===== src/rtl/nibble_serial_add_ctrl_pkg.sv =====
// Shared definitions for the nibble-serial adder controller.
package nibble_serial_add_ctrl_pkg;

  // Width of one adder slice.
  localparam int NIBBLE_W = 4;

  // Controller states; encodings are fixed so they read the same in waves.
  typedef enum logic [1:0] {
    IDLE = 2'd0,
    RUN  = 2'd1,
    DONE = 2'd2
  } state_t;

endpackage


===== src/rtl/nibble_serial_add_ctrl_four_bit_adder.sv =====
// Purely combinational 4-bit ripple-carry adder, shared by the controller
// across all slices of a wide operand.
module four_bit_adder
  import nibble_serial_add_ctrl_pkg::*;
(
  input  logic [NIBBLE_W-1:0] a,
  input  logic [NIBBLE_W-1:0] b,
  input  logic                cin,
  output logic [NIBBLE_W-1:0] s,
  output logic                cout
);

  logic [NIBBLE_W:0] c;

  // Bitwise ripple: each full adder passes its carry to the next bit.
  always_comb begin
    c    = '0;
    s    = '0;
    c[0] = cin;
    for (int i = 0; i < NIBBLE_W; i++) begin
      s[i]   = a[i] ^ b[i] ^ c[i];
      c[i+1] = (a[i] & b[i]) | (a[i] & c[i]) | (b[i] & c[i]);
    end
  end

  assign cout = c[NIBBLE_W];

endmodule


===== src/rtl/nibble_serial_add_ctrl.sv =====
// Nibble-serial add sequencer: accepts a wide (a, b, cin) job, walks one
// 4-bit slice per cycle through a single four_bit_adder, LSB slice first,
// and returns {cout, sum} over a valid/ready handshake.
module nibble_serial_add_ctrl
  import nibble_serial_add_ctrl_pkg::*;
#(
  parameter int NIBBLES = 4
) (
  input  logic                    clk,
  input  logic                    rst_n,
  input  logic                    in_valid,
  output logic                    in_ready,
  input  logic [4*NIBBLES-1:0]    a,
  input  logic [4*NIBBLES-1:0]    b,
  input  logic                    cin,
  output logic                    out_valid,
  input  logic                    out_ready,
  output logic [4*NIBBLES-1:0]    sum,
  output logic                    cout,
  output logic                    busy
);

  localparam int W     = NIBBLE_W * NIBBLES;
  // One spare bit so idx never wraps inside a job, even for NIBBLES a power of 2.
  localparam int IDX_W = $clog2(NIBBLES) + 1;
  localparam logic [IDX_W-1:0] LAST_IDX = IDX_W'(NIBBLES - 1);

  if (NIBBLES < 1 || NIBBLES > 16) begin : g_bad_param
    $error("NIBBLES must be in 1..16");
  end

  state_t            state_q, state_d;
  logic [IDX_W-1:0]  idx_q, idx_d;
  logic              carry_q, carry_d;
  logic [W-1:0]      a_q, a_d;
  logic [W-1:0]      b_q, b_d;
  logic [W-1:0]      sum_q, sum_d;
  logic              cout_q, cout_d;

  logic [NIBBLE_W-1:0] a_sl, b_sl, add_s;
  logic                add_co;

  // Select the current slice of the captured operands.
  always_comb begin
    a_sl = '0;
    b_sl = '0;
    for (int n = 0; n < NIBBLES; n++) begin
      if (idx_q == IDX_W'(n)) begin
        a_sl = a_q[n*NIBBLE_W +: NIBBLE_W];
        b_sl = b_q[n*NIBBLE_W +: NIBBLE_W];
      end
    end
  end

  four_bit_adder u_add (
    .a    (a_sl),
    .b    (b_sl),
    .cin  (carry_q),
    .s    (add_s),
    .cout (add_co)
  );

  // Next-state logic: accept in IDLE, one slice per cycle in RUN, hold in DONE.
  always_comb begin
    state_d = state_q;
    idx_d   = idx_q;
    carry_d = carry_q;
    a_d     = a_q;
    b_d     = b_q;
    sum_d   = sum_q;
    cout_d  = cout_q;
    case (state_q)
      IDLE: begin
        if (in_valid) begin
          a_d     = a;
          b_d     = b;
          carry_d = cin;
          idx_d   = '0;
          sum_d   = '0;
          state_d = RUN;
        end
      end
      RUN: begin
        for (int n = 0; n < NIBBLES; n++) begin
          if (idx_q == IDX_W'(n)) sum_d[n*NIBBLE_W +: NIBBLE_W] = add_s;
        end
        carry_d = add_co;
        idx_d   = idx_q + IDX_W'(1);
        if (idx_q == LAST_IDX) begin
          cout_d  = add_co;
          state_d = DONE;
        end
      end
      DONE: begin
        if (out_ready) state_d = IDLE;
      end
      default: state_d = IDLE;
    endcase
  end

  // State and datapath registers; reset aborts any job in flight.
  always_ff @(posedge clk or negedge rst_n) begin
    if (!rst_n) begin
      state_q <= IDLE;
      idx_q   <= '0;
      carry_q <= 1'b0;
      a_q     <= '0;
      b_q     <= '0;
      sum_q   <= '0;
      cout_q  <= 1'b0;
    end else begin
      state_q <= state_d;
      idx_q   <= idx_d;
      carry_q <= carry_d;
      a_q     <= a_d;
      b_q     <= b_d;
      sum_q   <= sum_d;
      cout_q  <= cout_d;
    end
  end

  // Ready is masked by reset so no job looks acceptable while held in reset.
  assign in_ready  = rst_n & (state_q == IDLE);
  assign out_valid = (state_q == DONE);
  assign busy      = (state_q == RUN) | (state_q == DONE);
  assign sum       = sum_q;
  assign cout      = cout_q;

endmodule


===== config.mk =====
export PLATFORM = sky130hd
export DESIGN_NAME = nibble_serial_add_ctrl
export DESIGN_NICKNAME = d
export VERILOG_FILES = /design/src/rtl/nibble_serial_add_ctrl_pkg.sv /design/src/rtl/nibble_serial_add_ctrl_four_bit_adder.sv /design/src/rtl/nibble_serial_add_ctrl.sv
export SDC_FILE = /design/constraint.sdc
export NUM_CORES = 1
export LEC_CHECK = 0
export CORE_UTILIZATION = 55
export DETAILED_ROUTE_END_ITERATION = 12
export MAX_ROUTING_LAYER = met4
export PLACE_DENSITY = 0.86
export SYNTH_ARGS = -nofsm -noshare
export SYNTH_HDL_FRONTEND = slang
export SYNTH_HIERARCHICAL = 1
export SYNTH_SLANG_ARGS = --single-unit
export TNS_END_PERCENT = 50

===== constraint.sdc =====
create_clock -name clk -period 8.25 [get_ports clk]
set_input_delay 2.0625 -clock clk [delete_from_list [all_inputs] [get_ports clk]]
set_output_delay 2.0625 -clock clk [all_outputs]
set_load 0.05 [all_outputs]

==> impl_metrics.env, run 1 <==
export IMPL_status="completed"
export IMPL_clock_sinks=55
export IMPL_dieArea_mm2=0.00532
export IMPL_sequentialPowerShare_pct=31.7
export IMPL_hpwlAfterDp_um=3610
export IMPL_final_hold_viol_count=0
export IMPL_endpoint_kind="primary output"
export IMPL_syn_num_nets=281
export IMPL_drtPass1Iterations=4
export IMPL_ant_nets=0
export IMPL_clkLatencyLatePin_ns=0.30
export IMPL_postSynthAreaPerCell_um2=12.0
export IMPL_netlist_area_leader_share_pct=49.7
export IMPL_grt_first_pass_wirelength_um=8410
export IMPL_clockBufferDepth=2
export IMPL_slew_headroom_pct=54.4
export IMPL_yosysWarnings=6
export IMPL_routabilityCongestion=0.762
export IMPL_core_mm2=0.00479
export IMPL_synthCells=231
export IMPL_critPathKind="input port to primary output"
export IMPL_place_inst=344
export IMPL_areaGrowthSynthToFinish_pct=25.3
export IMPL_synth_cell_types=25
export IMPL_cts_tree="done"
export IMPL_pre_cts_ws_ns=2.46
export IMPL_netlist_top_cells_area="dfrtp_1 (50%), mux2_2 (19%), ha_1 (4.1%)"
export IMPL_drv_cap=0
export IMPL_wl_per_cell_um=14.3
export IMPL_finalSetupTns_ns=0
export IMPL_crit_family="buffers and inverters"
export IMPL_drv_slew=0
export IMPL_tightest_slew_ns=0.684
export IMPL_cts_buffers=5
export IMPL_postCtsSetupBuffers=0
export IMPL_grt_max_degree=57
export IMPL_crit_fanout=56
export IMPL_drc_errors=0
export IMPL_slowest_stage="clkdlybuf4s50_1"
export IMPL_cts_resized=0
export IMPL_antenna_found_initial=0
export IMPL_hold_ws_ns=0.504
export IMPL_routed_wl_um=5030
export IMPL_start_util_pct=57.8
export IMPL_path_cells="buf_2 > buf_4 > and2_1 > clkdlybuf4s50_1"
export IMPL_syn_cell_area_mm2=0.00277
export IMPL_p_switching_uw=595
export IMPL_setup_viol=0
export IMPL_rsz0062_at_grt="no"
export IMPL_layout_cells_non_filler=352
export IMPL_drive_above_1_share_pct=22.1
export IMPL_p_comb_share_pct=57.4
export IMPL_synth_largest_area_cell="dfrtp_1"
export IMPL_first_iter_violations=92
export IMPL_max_stage_delay_ns=0.79
export IMPL_swShare_pct=41.5
export IMPL_crit_buf_inv=3
export IMPL_h_tree_depth=2
export IMPL_clkTransAtPathRegs_ns=0.09
export IMPL_p_clk_share_pct=11.0
export IMPL_ys_ff_latch=55
export IMPL_power_uw=1430
export IMPL_p_leak_uw=0.00148
export IMPL_cellPowerDensity_mw_per_mm2=413
export IMPL_crit_arrival_ns=3.71
export IMPL_viasPerCell=5.43
export IMPL_num_vias=1912
export IMPL_layout_setup_ws_ns=2.47
export IMPL_period_share_pct=70.0
export IMPL_nNetsFinal=334
export IMPL_p_int_uw=837
export IMPL_rows=25
export IMPL_antennaDiodeCount=0
export IMPL_io_pins=57
export IMPL_hp_class="flop to flop"
export IMPL_cts_hold_buf=0
export IMPL_clock_skew_ns=0.00601
export IMPL_fmax_mhz=173
export IMPL_vdd_drop_max_uv=178
export IMPL_fin_crit_ns=5.78
export IMPL_root_buffer="clkbuf_8"
export IMPL_first_global_vias=1846
export IMPL_dieHeight_um=72.9
export IMPL_worstPathRequired_ns=6.19
export IMPL_startpoint_type="input port"
export IMPL_ys_seq_area_share_pct=49.7
export IMPL_grt_overflow=0
export IMPL_port_buffers=56
export IMPL_grt_usage_pct=21.6
export IMPL_die_x_um=72.9
power by group through the flow:
stage / Combinational (uW) / Sequential [uW] / Clock (uW)
5_1_grt: 892 / 467 / 173
3_3_place_gp: 796 / 453 / 0
6_report: 821 / 453 / 157
2_1_floorplan: 554 / 508 / 0
4_1_cts: 826 / 453 / 161
3_5_place_dp: 818 / 458 / 0
through the flow:
stage | instance area, um^2 | util (%)
6_report | 3470 | 72.4
3_3_place_gp | 3370 | 70.4
4_1_cts | 3470 | 72.4
2_1_floorplan | 2770 | -
3_5_place_dp | 3370 | 70.4
5_1_grt | 3470 | 72.4
cells in the mapped netlist:
library cell and n:
dfrtp_1 55, mux2_2 47, inv_1 16, nand2b_1 13
o21ai_0 13, a21oi_1 12, nand2_1 12, ha_1 9
a32o_1 8, and2_1 6, clkbuf_1 6, nor2b_1 6
buf_2 5, fa_1 4, nand3_1 4, a21oi_2 3
o211ai_1 3, a22o_1 2, a221o_1 1, buf_4 1
mux2i_4 1, nor2_1 1, nor2b_2 1, nor3_2 1
o22ai_1 1
state kept, by name (all words and copies together) (netlist names):
register,flops
carry_q,1
sum,16
b_q,16
cout,1
idx_q,3
a_q,16
state_q,2
cell type report:
cell class                 instances  area [um^2]
fill                             353         1320
sequential                        55         1380
inverter                          16         60.1
multi-input combinational        148         1280
tap                               67         83.8
timing repair buffer              58          571
clock buffer                       8          100
kinds of logic after synthesis:
logic type               share of synthesized area [%]
buffers and inverters                             4.16
adder cells (fa/ha/maj)                           6.96
multiplexers                                      19.9
flip-flops                                        49.7
AO/OA/AOI/OAI                                     10.4
AND/OR/NAND/NOR                                   8.82
cells in the final DEF (no fill, tap or decap), types with 2 or more instances in the layout:
| cell type | Yosys | final |
|---|---|---|
| a21oi_1 | 12 | 12 |
| a21oi_2 | 3 | 3 |
| a22o_1 | 2 | 2 |
| a32o_1 | 8 | 8 |
| and2_1 | 6 | 6 |
| buf_4 | 1 | 2 |
| clkbuf_8 | 0 | 7 |
| clkdlybuf4s50_1 | 0 | 55 |
| dfrtp_1 | 55 | 55 |
| fa_1 | 4 | 4 |
| ha_1 | 9 | 9 |
| inv_1 | 16 | 16 |
| mux2_2 | 47 | 47 |
| nand2_1 | 12 | 12 |
| nand2b_1 | 13 | 13 |
| nand3_1 | 4 | 4 |
| nor2b_1 | 6 | 6 |
| o211ai_1 | 3 | 3 |
| o21ai_0 | 13 | 13 |
per-layer routing:
layer,vias to the layer above,wire length [um],global-route usage [%]
li1,903,-,-
met3,7,212,4.56
met4,0,72,6.32
met2,55,2500,34.8
met1,947,2240,27.6
met5,-,0,-
worst reg2reg max path: stages (launching register included):
cell and delay [ns]:
dfrtp_1 0.44, ha_1 0.22, ha_1 0.34, nor2_1 0.48, a32o_1 0.27, inv_1 0.07
fa_1 0.42, inv_1 0.07, fa_1 0.18, fa_1 0.16, inv_1 0.06, fa_1 0.51
inv_1 0.09, and2_1 0.18, mux2_2 0.26
path summary, 6_finish.rpt:
| path | startpoint | end | slack, ns | cells past startpoint |
|---|---|---|---|---|
| hold / removal | b_q[11]$_DFFE_PN0P_ | b_q[11]$_DFFE_PN0P_ | 0.50 | 1 |
| setup / recovery | rst_n | in_ready | 2.47 | 4 |
| setup reg to reg | idx_q[0]$_DFFE_PN0P_ | sum[11]$_DFFE_PN0P_ | 4.39 | 14 |
| max in group asynchronous | rst_n | sum[0]$_DFFE_PN0P_ | 5.91 | 2 |
| hold reg to reg | b_q[11]$_DFFE_PN0P_ | b_q[11]$_DFFE_PN0P_ | 0.50 | 1 |
| min in group asynchronous | rst_n | state_q[0]$_DFFE_PN0P_ | 1.86 | 2 |
(Power assumes the default switching activity.)
==> run 2: changes to the inputs <==
- CORE_UTILIZATION: 55 -> 51
- PLACE_DENSITY: 0.86 -> 0.81
- clock period: 8.25 -> 5.9 ns (I/O delays scaled with it)
==> run 2 against run 1 <==
Compared with the run above:
- die area rose by 7.6%
- first-iteration DRC count fell by 20%
- clock power rose by 30%
- sequential power rose by 40%
- cell count rose by 0.57%
- wire length rose by 3.1%
- total power rose by 38%
- core utilization fell by 5.6 points
- clock skew rose by 0.0010 ns
- flip-flop and latch count did not move
- worst setup slack got worse by 0.53 ns
==> impl_metrics.env, run 2 (synthesized netlist as in run 1, its figures left out) <==
export IMPL_status="completed"
export IMPL_clkLatencyLatePin_ns=0.30
export IMPL_drv_cap=0
export IMPL_clock_skew_ns=0.00700
export IMPL_drc_errors=0
export IMPL_ff2ff_setup_slack_ns=2.18
export IMPL_root_buffer="clkbuf_8"
export IMPL_final_cell_mix="dfrtp_1 (55), clkdlybuf4s50_1 (55), mux2_2 (47), inv_1 (16)"
export IMPL_clkTransAtPathRegs_ns=0.09
export IMPL_core_mm2=0.00517
export IMPL_ant_nets=0
export IMPL_period_share_pct=67.0
export IMPL_dieArea_mm2=0.00573
export IMPL_tightest_slew_ns=0.687
export IMPL_drtPass1Iterations=4
export IMPL_final_hold_viol_count=0
export IMPL_io_pins=57
export IMPL_areaGrowthSynthToFinish_pct=25.0
export IMPL_critPathKind="input port to primary output"
export IMPL_holdPathEnd="a_q[11]$_DFFE_PN0P_"
export IMPL_reg2reg_to="sum[11]$_DFFE_PN0P_"
export IMPL_dieHeight_um=75.7
export IMPL_grt_overflow=0
export IMPL_slew_headroom_pct=54.2
export IMPL_fmax_mhz=253
export IMPL_worstPathRequired_ns=4.43
export IMPL_setup_viol=0
export IMPL_p_leak_uw=0.00147
export IMPL_r2r_cells=14
export IMPL_wl_per_cell_um=14.6
export IMPL_first_iter_violations=74
export IMPL_viasPerCell=5.28
export IMPL_antenna_found_initial=0
export IMPL_r2r_start="idx_q[0]$_DFFE_PN0P_"
export IMPL_start_util_pct=53.5
export IMPL_grtUsageMet1_pct=28.3
export IMPL_fin_crit_ns=3.95
export IMPL_nNetsFinal=334
export IMPL_finalSetupTns_ns=0
export IMPL_crit_fanout=2
export IMPL_vdd_drop_max_uv=334
export IMPL_dpl_cell_area_mm2=0.00337
export IMPL_num_vias=1869
export IMPL_cts_hold_buf=0
export IMPL_crit_arrival_ns=2.48
export IMPL_rows=26
export IMPL_worstHoldStart="a_q[11]$_DFFE_PN0P_"
export IMPL_hpwlAfterDp_um=3770
export IMPL_cellPowerDensity_mw_per_mm2=573
export IMPL_hold_depth=1
export IMPL_first_global_vias=1816
export IMPL_rsz0062_at_grt="no"
export IMPL_use_met3_pct=4.50
export IMPL_routed_wl_um=5180
export IMPL_h_tree_depth=2
export IMPL_clockBufferDepth=2
export IMPL_grt_busiest_layer="met2"
export IMPL_hold_ws_ns=0.511
export IMPL_cts_resized=0
export IMPL_grt_max_degree=56
export IMPL_clock_sinks=55
export IMPL_fillCellCount=389
export IMPL_postCtsSetupBuffers=0
export IMPL_drv_slew=0
export IMPL_die_x_um=75.7
export IMPL_multi_input_area_mm2=0.00128
export IMPL_endpoint_kind="primary output"
export IMPL_cts_buffers=5
export IMPL_drive_above_1_share_pct=22.2
export IMPL_seqCellArea_mm2=0.00138
export IMPL_port_buffers=56
export IMPL_gr_usage_met2_pct=31.6
export IMPL_hp_class="flop to flop"
export IMPL_finalInstanceArea_mm2=0.00346
export IMPL_grt_usage_pct=21.0
export IMPL_routabilityCongestion=0.773
export IMPL_antennaDiodeCount=0
export IMPL_cts_tree="done"
export IMPL_grt_first_pass_wirelength_um=8620
export IMPL_startpoint_type="input port"
==> run 2: through the flow <==
| stage | total power, uW | util (%) | setup WS (ns) | cells |
|---|---|---|---|---|
| 2_1_floorplan | 1480 | - | 2.54 | 231 |
| 3_3_place_gp | 1740 | 65.2 | 1.95 | 347 |
| 3_5_place_dp | 1780 | 65.2 | 1.94 | 347 |
| 4_1_cts | 1990 | 66.9 | 1.94 | 354 |
| 5_1_grt | 2150 | 66.9 | 1.89 | 354 |
| 6_report | 1980 | 66.9 | 1.95 | 354 |
==> run 2: power breakdown <==
group	switching, uW	internal, uW	leakage [uW]
Combinational	628	517	0.000745
Sequential	93.5	541	0.000683
Clock	111	92.4	0.0000470
Total	832	1150	0.00147
==> run 2: worst max-delay path by stage <==
stage               cells after the start   from  slack, ns        to
floorplan                               1  rst_n       2.54  in_ready
global placement                        3  rst_n       1.95  in_ready
detailed placement                      3  rst_n       1.94  in_ready
CTS                                     3  rst_n       1.94  in_ready
global route                            3  rst_n       1.89  in_ready
finish                                  3  rst_n       1.95  in_ready
==> run 2: critical path: stages <==
cell and delay [ns]:
buf_2 0.09, and2_1 0.11, clkdlybuf4s50_1 0.80
==> run 2: final cells by class <==
type / count / share of cell area, %
Clock buffer: 6 / 2.39
Timing Repair Buffer: 58 / 16.5
Tap cell: 70 / 2.53
Sequential cell: 55 / 39.8
Multi-Input combinational cell: 148 / 36.9
Inverter: 16 / 1.74
Clock inverter: 1 / 0.145
==> run 2: metal layers <==
layer / share of wire (%) / routed length, um
met2: 50 / 2620
met3: 2.9 / 152
met4: 1.4 / 71
met1: 45 / 2340
met5: 0 / 0
